==> config.mk <==
export PLATFORM = sky130hd
export DESIGN_NAME = pc_fetch_unit
export DESIGN_NICKNAME = d
export VERILOG_FILES = /design/src/rtl/pc_fetch_unit.sv
export SDC_FILE = /design/constraint.sdc
export NUM_CORES = 1
export LEC_CHECK = 0
export CAP_MARGIN = 10
export CELL_PAD_IN_SITES_DETAIL_PLACEMENT = 0
export CELL_PAD_IN_SITES_GLOBAL_PLACEMENT = 1
export CORE_MARGIN = 2
export CORE_UTILIZATION = 37
export DETAILED_ROUTE_END_ITERATION = 12
export GPL_ROUTABILITY_DRIVEN = 0
export GPL_TIMING_DRIVEN = 0
export PLACE_DENSITY_LB_ADDON = 0.05
export SYNTH_ARGS = -nofsm -noshare
export SYNTH_HDL_FRONTEND = slang
export SYNTH_SLANG_ARGS = --single-unit
export TNS_END_PERCENT = 50
==> constraint.sdc <==
create_clock -name CLK -period 6.12 [get_ports CLK]
set_input_delay 1.224 -clock CLK [delete_from_list [all_inputs] [get_ports CLK]]
set_output_delay 1.224 -clock CLK [all_outputs]
set_load 0.01 [all_outputs]
==> src/rtl/pc_fetch_unit.sv <==
// Fetch stage: owns the PC, issues instruction reads and sequences LW/SW data access.
// Instructions retire on ihit, or on dhit for memory instructions; HALT is sticky.
module pc_fetch_unit #(
    parameter logic [31:0] PC_INIT = 32'h0000_0000
) (
    input  logic        CLK,
    input  logic        nRST,
    input  logic        ihit,
    input  logic        dhit,
    input  logic [31:0] imemload,
    input  logic [1:0]  PCsel,
    input  logic        PC4EN,
    input  logic        halt,
    input  logic        cu_dmemREN,
    input  logic        cu_dmemWEN,
    input  logic [31:0] rdat1,
    output logic [31:0] imemaddr,
    output logic        imemREN,
    output logic        dmemREN,
    output logic        dmemWEN,
    output logic [31:0] pc4,
    output logic        commit,
    output logic        halted
);

    localparam int unsigned XLEN = 32;
    localparam logic [1:0] PC_NP = 2'd0;
    localparam logic [1:0] PC_JR = 2'd1;
    localparam logic [1:0] PC_JI = 2'd2;
    localparam logic [1:0] PC_BR = 2'd3;

    typedef enum logic [1:0] {
        S_FETCH  = 2'd0,
        S_MEM    = 2'd1,
        S_HALTED = 2'd2
    } state_e;

    state_e            state_q, state_d;
    logic [XLEN-1:0]   pc_q, pc_d;
    logic              dren_q, dren_d;
    logic              dwen_q, dwen_d;
    logic              halted_q, halted_d;
    logic [XLEN-1:0]   pc_plus4;
    logic [XLEN-1:0]   br_off;
    logic [XLEN-1:0]   next_pc;
    logic              unused_bits;

    assign unused_bits = ^{imemload[31:26], rdat1[1:0]};

    assign pc_plus4 = pc_q + XLEN'(4);
    assign br_off   = {{14{imemload[15]}}, imemload[15:0], 2'b00};

    // Target selection; PC4EN overrides PCsel, PC_NP without PC4EN stalls.
    always_comb begin
        next_pc = pc_q;
        if (PC4EN) begin
            next_pc = pc_plus4;
        end else begin
            case (PCsel)
                PC_BR:   next_pc = pc_plus4 + br_off;
                PC_JI:   next_pc = {pc_plus4[31:28], imemload[25:0], 2'b00};
                PC_JR:   next_pc = {rdat1[31:2], 2'b00};
                PC_NP:   next_pc = pc_q;
                default: next_pc = pc_q;
            endcase
        end
    end

    always_ff @(posedge CLK or negedge nRST) begin
        if (!nRST) begin
            state_q  <= S_FETCH;
            pc_q     <= PC_INIT;
            dren_q   <= 1'b0;
            dwen_q   <= 1'b0;
            halted_q <= 1'b0;
        end else begin
            state_q  <= state_d;
            pc_q     <= pc_d;
            dren_q   <= dren_d;
            dwen_q   <= dwen_d;
            halted_q <= halted_d;
        end
    end

    always_comb begin
        state_d  = state_q;
        pc_d     = pc_q;
        dren_d   = dren_q;
        dwen_d   = dwen_q;
        halted_d = halted_q;
        commit   = 1'b0;
        imemREN  = 1'b0;
        case (state_q)
            S_FETCH: begin
                imemREN = 1'b1;
                dren_d  = 1'b0;
                dwen_d  = 1'b0;
                if (ihit) begin
                    if (halt) begin
                        state_d  = S_HALTED;
                        halted_d = 1'b1;
                    end else if (cu_dmemREN || cu_dmemWEN) begin
                        state_d = S_MEM;
                        dren_d  = cu_dmemREN;
                        dwen_d  = cu_dmemWEN;
                    end else begin
                        commit = 1'b1;
                        pc_d   = next_pc;
                    end
                end
            end
            S_MEM: begin
                if (dhit) begin
                    commit  = 1'b1;
                    pc_d    = next_pc;
                    dren_d  = 1'b0;
                    dwen_d  = 1'b0;
                    state_d = S_FETCH;
                end
            end
            S_HALTED: begin
                dren_d   = 1'b0;
                dwen_d   = 1'b0;
                halted_d = 1'b1;
            end
            default: begin
                state_d = S_FETCH;
            end
        endcase
    end

    assign imemaddr = pc_q;
    assign pc4      = pc_plus4;
    assign dmemREN  = dren_q;
    assign dmemWEN  = dwen_q;
    assign halted   = halted_q;

endmodule

Word level (Yosys, flattened, before mapping)
Index checks and enable logic that the tools add are counted.

cells by class
  mux-type cells = 30
  reductions and logical operators = 10
  add/subtract/negate cells = 2
  equal/unequal tests = 11
  bitwise operators = 1

operators by type and width
  operator                                              count
  two-way mux 32 bit                                    5
  one-hot mux 32 bit (4 select lines)                   1
  one-hot mux 32 bit (2 select lines)                   1
  adder 32 x 3 -> 32 bit (second input constant)        1
  adder 32 bit                                          1
  two-way mux 1 bit                                     14
  inequality test 2 bit (second input constant)         5
  two-way mux 2 bit                                     4
  equality test 2 bit (second input constant)           3
  one-hot mux 1 bit (3 select lines)                    2
  one-hot mux 2 bit (3 select lines)                    1
  AND reduction 5 bit                                   1
  equality test 2 x 1 -> 1 bit (second input constant)  2
  zero test 2 bit                                       2
  one-hot mux 1 bit (2 select lines)                    2
  AND reduction 4 bit                                   1
  nonzero test 2 bit                                    2
  inequality test 3 bit (second input constant)         1
  AND reduction 3 bit                                   1
  nonzero test 3 bit                                    1
  AND reduction 2 bit                                   1
  logical OR 1 bit                                      1
  NOT 1 bit                                             1

word-level totals
  register bits = 37
  logic and storage cells = 59

Depth between registers and ports, before layout
Gate-level depths: netlist of the first run.

  word-level depth = 8
  gate-level depth with buffers = 17

Worst setup path after synthesis of the first run
No wires, ideal clock.

  path type = reg-to-reg
  start point = reg pc_q[2] (netlist: imemaddr[2])
  end point = reg pc_q[31] (netlist: imemaddr[31])
  stages on the path, launching flop included = 17
  library setup time = 137 ps
  clock period less this slack = 4102 ps
  path buffers = 0
  setup slack = 2018 ps
  data arrival time = 3965 ps
  cell sequence = dfrtp_1 -> ha_1 -> nand3_1 -> or3_4 -> nor2_1 -> nand3_1 -> xnor2_1 -> ha_1 -> a21o_1 -> a21o_1 -> a2111oi_4 -> o211ai_2 -> and3_4 -> o21a_1 -> o211ai_2 -> mux2i_1 -> o31ai_1

on the way
  cells in the longest elaborated chain, start to end = 8
  elaborated cells between the ends (all ways) = 9
  classes of those cells = add/sub: 2; mux: 7

RTL lines
  element                                line  source
  start, declared                        39    logic [XLEN-1:0] pc_q, pc_d;
  start signal, assigned                 78    pc_q <= pc_d;
  adder 32 x 3 -> 32 bit *               50    assign pc_plus4 = pc_q + XLEN'(4);
  named net pc4[18]                      21    output logic [31:0] pc4,
  adder 32 bit *                         60    PC_BR: next_pc = pc_plus4 + br_off;
  one-hot mux 32 bit (4 select lines) *  59    case (PCsel)
  two-way mux 32 bit *                   56    if (PC4EN) begin
  two-way mux 32 bit                     102   end else if (cu_dmemREN || cu_dmemWEN) begin
  two-way mux 32 bit                     99    if (halt) begin
  two-way mux 32 bit                     98    if (ihit) begin
  one-hot mux 32 bit (2 select lines) *  93    case (state_q)

The timed path passes the listed nets; every way through them passes the cells marked *. The select of a mux whose other input is x is not followed.
A chain may end at the register's enable or synchronous reset.

Final worst setup path of the first run
  start point = reg pc_q[2] (netlist: imemaddr[2])
  end point = reg pc_q[31] (netlist: imemaddr[31])

on the way
  cells in the longest elaborated chain, start to end = 8
  elaborated cells between the ends (all ways) = 9
  classes of those cells = add/sub: 2; mux: 7

RTL lines
  element                                line
  adder 32 x 3 -> 32 bit *               50
  adder 32 bit                           60
  one-hot mux 32 bit (4 select lines)    59
  two-way mux 32 bit *                   56
  two-way mux 32 bit                     102
  two-way mux 32 bit                     99
  two-way mux 32 bit                     98
  one-hot mux 32 bit (2 select lines) *  93

Every way passes the cells marked *; elsewhere a longest branch is shown, timed or not. The select of a mux whose other input is x is not followed.

==> results of run 1 <==
-- power by group --
group | switching [mW] | internal, mW | total (mW)
logic | 1.17 | 0.992 | 2.16
clock network | 0.109 | 0.151 | 0.260
registers | 0.171 | 0.334 | 0.505
-- cells in the mapped netlist (5+ instances only) --
| cell | count |
|---|---|
| nand2_1 | 67 |
| a21oi_1 | 62 |
| nor2_1 | 48 |
| ha_1 | 43 |
| dfrtp_1 | 35 |
| xnor2_1 | 33 |
| o21ai_0 | 31 |
| clkbuf_1 | 29 |
| inv_1 | 19 |
| a21o_1 | 18 |
| nor3_1 | 16 |
| xor2_1 | 16 |
| nand4_1 | 14 |
| a221oi_1 | 13 |
| nand3_1 | 12 |
| a22oi_1 | 11 |
| o22ai_1 | 11 |
| a211oi_1 | 8 |
| o211ai_1 | 8 |
| o21a_1 | 8 |
| a31oi_1 | 7 |
| and3_1 | 7 |
| a221o_1 | 5 |
| buf_4 | 5 |
| nor4_1 | 5 |
-- area by class of cell --
type                            instances  area (µm²)
Inverter                               21        78.8
Multi-Input combinational cell        517        3560
Sequential cell                        35         876
Fill cell                            1262        6150
Timing Repair Buffer                  129        1290
Tap cell                              172         215
Clock buffer                            7         133
Buffer                                 37         160
Clock inverter                          1        5.00
-- worst max-delay path, cell delays in order, from the launching register on --
cell	delay, ps
dfrtp_1	490
ha_1	320
nand3_1	190
or3_4	420
nor2_1	340
nand3_1	150
xnor2_1	310
ha_1	360
a21o_1	200
a21o_1	210
a2111oi_4	380
o211ai_2	210
and3_4	210
o21a_1	220
o211ai_2	220
mux2i_1	220
o31ai_1	80
-- cell families after synthesis --
group,Yosys count,synth area share
fa+ha+maj,44,0.120
mux,3,0.00643
other cells,1,0.000803
xor+xnor,50,0.0954
compound gates,216,0.315
flops,35,0.188
simple gates,200,0.224
buf+inv,58,0.0512
-- state kept, by name, summed over array words and instances, names as in the netlist --
register / count
imemaddr: 30
halted: 1
dmemWEN: 1
dmemREN: 1
state_q: 2
-- layer usage --
layer / up-vias / part of all wire / global-route usage
met5: - / 0 / 0
met4: 0 / 0.016 / 0.0587
met3: 27 / 0.074 / 0.0358
met2: 267 / 0.46 / 0.465
met1: 2587 / 0.45 / 0.388
li1: 2562 / - / -
-- final timing paths --
path | slack [ps] | endpoint | cells after the start
worst max-delay path | 1430 | imemaddr[31] | 16
worst min-delay path | 480 | halted | 1
worst max register to register | 1430 | imemaddr[31] | 16
worst min register to register | 480 | halted | 1
max in group asynchronous | 4480 | imemaddr[23] | 1
min in group asynchronous | 1070 | imemaddr[6] | 1
-- stage by stage --
stage	util	hold slack [ps]
after floorplan	-	524
after global placement	0.496	463
after detailed placement	0.496	475
after CTS	0.507	489
after global routing	0.507	512
final	0.507	481
==> results.json, run 1 <==
{
  "maxSlewViolCount": 0,
  "hold_violations": 0,
  "cts_tree": "done",
  "antenna_left": 0,
  "drtIter0Drc": 487,
  "max_cap_viol_count": 0,
  "status": "complete, no violations",
  "grt_pass1_wl_um": 28800,
  "dieArea_um2": 13500,
  "setup_slack_ps": 1430,
  "period_needed_ps": 4690,
  "drc": 0,
  "hpwl_um": 14300,
  "avgRoutedWirePerCell_um": 20.7,
  "firstDrtPassIters": 5,
  "die_width_um": 116,
  "ctsRootBufferMaster": "clkbuf_16",
  "die_height_um": 116,
  "mostFrequentLayoutCell": "clkdlybuf4s50_1",
  "ys.flop_type": "dfrtp_1",
  "crit_path_start_kind": "flop",
  "layoutNonFillerInstCount": 919,
  "crit_path_end_kind": "flop",
  "postSynthAreaPerCell_um2": 7.69,
  "cellLeakagePower_nw": 2.56,
  "fin_worst_skew_ps": 12.0,
  "synth_cells": 607,
  "ctsHoldBuffers": 0,
  "yosysWarnings": 0,
  "pre_cts_slack_ps": 1180,
  "startpoint": "imemaddr[2]",
  "tightest_slew_ps": 1020,
  "grt_overflow": 0,
  "htree_levels": 2,
  "numPortBuffers": 129,
  "final_cell_area_um2": 6320,
  "n_antenna_cell": 0,
  "synth_area_um2": 4670,
  "hold_start": "halted",
  "synth_cell_type_count": 72,
  "min_path_type": "flop to flop",
  "place_area_um2": 6180,
  "core_area_um2": 12500,
  "worstPathArrival_ps": 4830,
  "clockBufferDepth": 2,
  "layout-drive-gt1-share": 0.0455,
  "grt_max_degree": 36,
  "ys_seq_elements": 35,
  "setup_violations": 0,
  "final_cell_mix": "128 x clkdlybuf4s50_1, 67 x nand2_1, 62 x a21oi_1",
  "numCtsBuffers": 5,
  "cts_setup_buffers": 0,
  "syn_to_final_growth_pct": 35.4,
  "cp_max_fo": 6,
  "cp.required_ps": 6260,
  "yosys.area.top_type": "dfrtp_1",
  "synth_edf_count": 0,
  "rr_startpoint": "imemaddr[2]",
  "vias": 5443,
  "async_flop_share": 1.00,
  "power_mw": 2.93,
  "cts_resized": 0,
  "via_per_inst": 5.92,
  "ir_worst_vdd_uv": 154,
  "power_density_nw_per_um2": 463,
  "setup_tns_ps": 0,
  "clk_latency_ps": 290,
  "dp_cells": 911,
  "antenna_found_initial": 0,
  "maxSlewHeadroom": 0.317,
  "clock-sinks": 35,
  "grt_pass1_vias": 5139,
  "start_util": 0.374,
  "rows": 41,
  "yosysSeqAreaShare": 0.188,
  "synth_top_area_frac": 0.188,
  "synthTopCellsByArea": "dfrtp_1 19%, ha_1 12%, a21oi_1 6.6%",
  "path_class": "flop to flop",
  "io_pins": 143,
  "routed_wl_um": 19000,
  "clkTransAtPathRegs_ps": 50,
  "grtUsageTotal": 0.279,
  "rsz0062_at_grt": "false",
  "max_freq_mhz": 213,
  "finalCritPeriodShare": 0.766,
  "layout.nets": 864
}
(Power assumes the default switching activity.)
==> run 2: changes to the inputs <==
--- a/config.mk
+++ b/config.mk
@@ -9,7 +9,7 @@
 export CELL_PAD_IN_SITES_DETAIL_PLACEMENT = 0
 export CELL_PAD_IN_SITES_GLOBAL_PLACEMENT = 1
 export CORE_MARGIN = 2
-export CORE_UTILIZATION = 37
+export CORE_UTILIZATION = 35
 export DETAILED_ROUTE_END_ITERATION = 12
 export GPL_ROUTABILITY_DRIVEN = 0
 export GPL_TIMING_DRIVEN = 0
==> constraint.sdc (replaced) <==
create_clock -name CLK -period 4.57 [get_ports CLK]
set_input_delay 0.914 -clock CLK [delete_from_list [all_inputs] [get_ports CLK]]
set_output_delay 0.914 -clock CLK [all_outputs]
set_load 0.01 [all_outputs]
==> run 2 against run 1 <==
  * Non-clock buffer count up 6
  * Highest routed layer unchanged
  * Hold slack worse by 9.1 ps
  * Utilization down 1.7 points
  * Register-to-register slack worse by 1200 ps
  * Clock skew down 4.9 ps
  * Clock-buffer cell count down 1
  * Via count up 0.28%
  * Cell area up 1.8%
  * Sequential cell count unchanged
  * Clock power up 42%
  * Critical path type unchanged
==> results.json, run 2 (synthesis results as in run 1) <==
{
  "startpoint": "imemaddr[2]",
  "ir_worst_vdd_uv": 202,
  "switchingPower_mw": 1.96,
  "finalCritPeriodShare": 0.945,
  "crit_path_end_kind": "flop",
  "firstDrtPassIters": 5,
  "ctsRootBufferMaster": "clkbuf_16",
  "worstPathArrival_ps": 4460,
  "power_mw": 3.98,
  "cp_cell_sequence": "ha_4 -> nand3_1 -> or3_4 -> nor4_4 -> nand2_2 -> xnor2_2 -> ha_1 -> buf_2 -> a21o_1 -> a21o_1 -> a21oi_1 -> o21ai_1 -> or3_1 -> o21a_1 -> o211ai_2 -> mux2i_1 -> o31ai_1",
  "r2r_end": "imemaddr[31]",
  "rrSetupSlack_ps": 250,
  "drc": 0,
  "numCtsBuffers": 5,
  "power_density_nw_per_um2": 620,
  "dp_cells": 916,
  "clkTransAtPathRegs_ps": 60,
  "ctsHoldBuffers": 0,
  "vias": 5458,
  "start_util": 0.355,
  "crit_family": "simple AND/OR/NAND/NOR gates",
  "numPortBuffers": 129,
  "layoutNonFillerInstCount": 928,
  "crit_path_max_incr_delay_ps": 490,
  "final_cell_mix": "127 x clkdlybuf4s50_1, 66 x nand2_1, 62 x a21oi_1",
  "antenna_found_initial": 0,
  "hold_violations": 0,
  "die_width_um": 119,
  "post-route-util": 0.489,
  "max_cap_viol_count": 0,
  "grt_overflow": 0,
  "crit_path_start_kind": "flop",
  "period_needed_ps": 4320,
  "clk_latency_ps": 290,
  "die_height_um": 119,
  "largest_reg_flops": 30,
  "setup_violations": 0,
  "maxSlewHeadroom": 0.290,
  "r2r_cells": 17,
  "cp_common_cell": "a21o_1",
  "rr_startpoint": "imemaddr[2]",
  "syn_to_final_growth_pct": 37.7,
  "critPathBufInv": 1,
  "core_area_um2": 13100,
  "clockBufferDepth": 2,
  "status": "complete, no violations",
  "grtUsageTotal": 0.266,
  "cp.required_ps": 4710,
  "power_frac_clock": 0.093,
  "cellLeakagePower_nw": 2.62,
  "n_antenna_cell": 0,
  "slowest_stage": "or3_4",
  "avgRoutedWirePerCell_um": 21.0,
  "holdWs_ps": 472,
  "mostFrequentLayoutCell": "clkdlybuf4s50_1",
  "combPwrFrac": 0.738,
  "antenna_left": 0,
  "fin_worst_skew_ps": 7.09,
  "htree_levels": 2,
  "setup_slack_ps": 250,
  "pre_cts_slack_ps": -144,
  "setup.worst_path.end": "imemaddr[31]",
  "dieArea_um2": 14300,
  "path_depth": 17,
  "min_path_type": "primary input to async pin",
  "grt_pass1_vias": 5183,
  "hpwl_um": 14600,
  "tightest_slew_ps": 1060,
  "rows": 42,
  "routed_wl_um": 19500,
  "clock-sinks": 35,
  "seq_power_share": 0.169,
  "maxSlewViolCount": 0,
  "grt_max_degree": 29,
  "grt_pass1_wl_um": 29200,
  "layout-drive-gt1-share": 0.0638,
  "layout.nets": 870,
  "io_pins": 143,
  "path_class": "flop to flop",
  "drtIter0Drc": 541,
  "rsz0062_at_grt": "false",
  "intPower_mw": 2.03,
  "cp_max_fo": 10,
  "cts_tree": "done",
  "power.share.switching": 0.491,
  "max_freq_mhz": 231,
  "via_per_inst": 5.88
}
[run 2: changes by cell type in the layout (fill, tap and decap cells not counted), moves of 2 or more]
| cell | before | now |
|---|---|---|
| xnor2_1 | 33 | 31 |
| xnor2_2 | 1 | 3 |
| clkbuf_1 | 31 | 29 |
| buf_4 | 5 | 10 |
| dfrtp_2 | 0 | 2 |
| dfrtp_1 | 35 | 33 |
[run 2: cell type report]
cell class,instances,area [µm²]
Sequential cell,35,878
Tap cell,176,220
Buffer,37,160
Clock inverter,1,5.00
Clock buffer,6,139
Multi-Input combinational cell,517,3600
Fill cell,1360,6710
Timing Repair Buffer,135,1350
Inverter,21,78.8
[run 2: metal layers]
metal | wire length [µm] | track usage | up-vias
met1 | 8750 | 0.363 | 2587
met4 | 435 | 0.0743 | 0
met3 | 1400 | 0.0494 | 38
met5 | 0 | 0 | -
li1 | - | - | 2565
met2 | 8900 | 0.430 | 268
[run 2: what timing repair did]
item,CTS,global route
setup endpoints to repair,1,2
pin swaps,0,3
cloned,0,0
resized for setup,3,8
setup buffers,0,5
[run 2: stage by stage]
stage / instance area (µm²) / TNS (ps)
floorplan: 4680 / 0
global placement: 6190 / -146
detailed placement: 6210 / -144
CTS: 6370 / 0
global route: 6430 / 0
finish: 6430 / 0
[run 2: how the worst min path moves through the flow]
| stage | slack (ps) | start | endpoint |
|---|---|---|---|
| after global routing | 480 | nRST | halted |
| after CTS | 480 | nRST | halted |
| after floorplan | 520 | halted | halted |
| after global placement | 480 | halted | halted |
| final | 470 | nRST | imemaddr[28] |
| after detailed placement | 480 | halted | halted |
[run 2: power groups by stage]
stage / logic, mW / clock network (mW) / registers, mW
6_report: 2.94 / 0.369 / 0.674
5_1_grt: 3.18 / 0.383 / 0.699
4_1_cts: 2.87 / 0.372 / 0.672
3_5_place_dp: 2.84 / 0 / 0.673
3_3_place_gp: 2.83 / 0 / 0.666
2_1_floorplan: 1.72 / 0 / 0.682
==> run 3: changes to the inputs <==
--- a/config.mk
+++ b/config.mk
@@ -5,7 +5,6 @@
 export SDC_FILE = /design/constraint.sdc
 export NUM_CORES = 1
 export LEC_CHECK = 0
-export CAP_MARGIN = 10
 export CELL_PAD_IN_SITES_DETAIL_PLACEMENT = 0
 export CELL_PAD_IN_SITES_GLOBAL_PLACEMENT = 1
 export CORE_MARGIN = 2
==> results of run 3 <==
No change in the layout: final DEF, timing and power equal those of run 2.
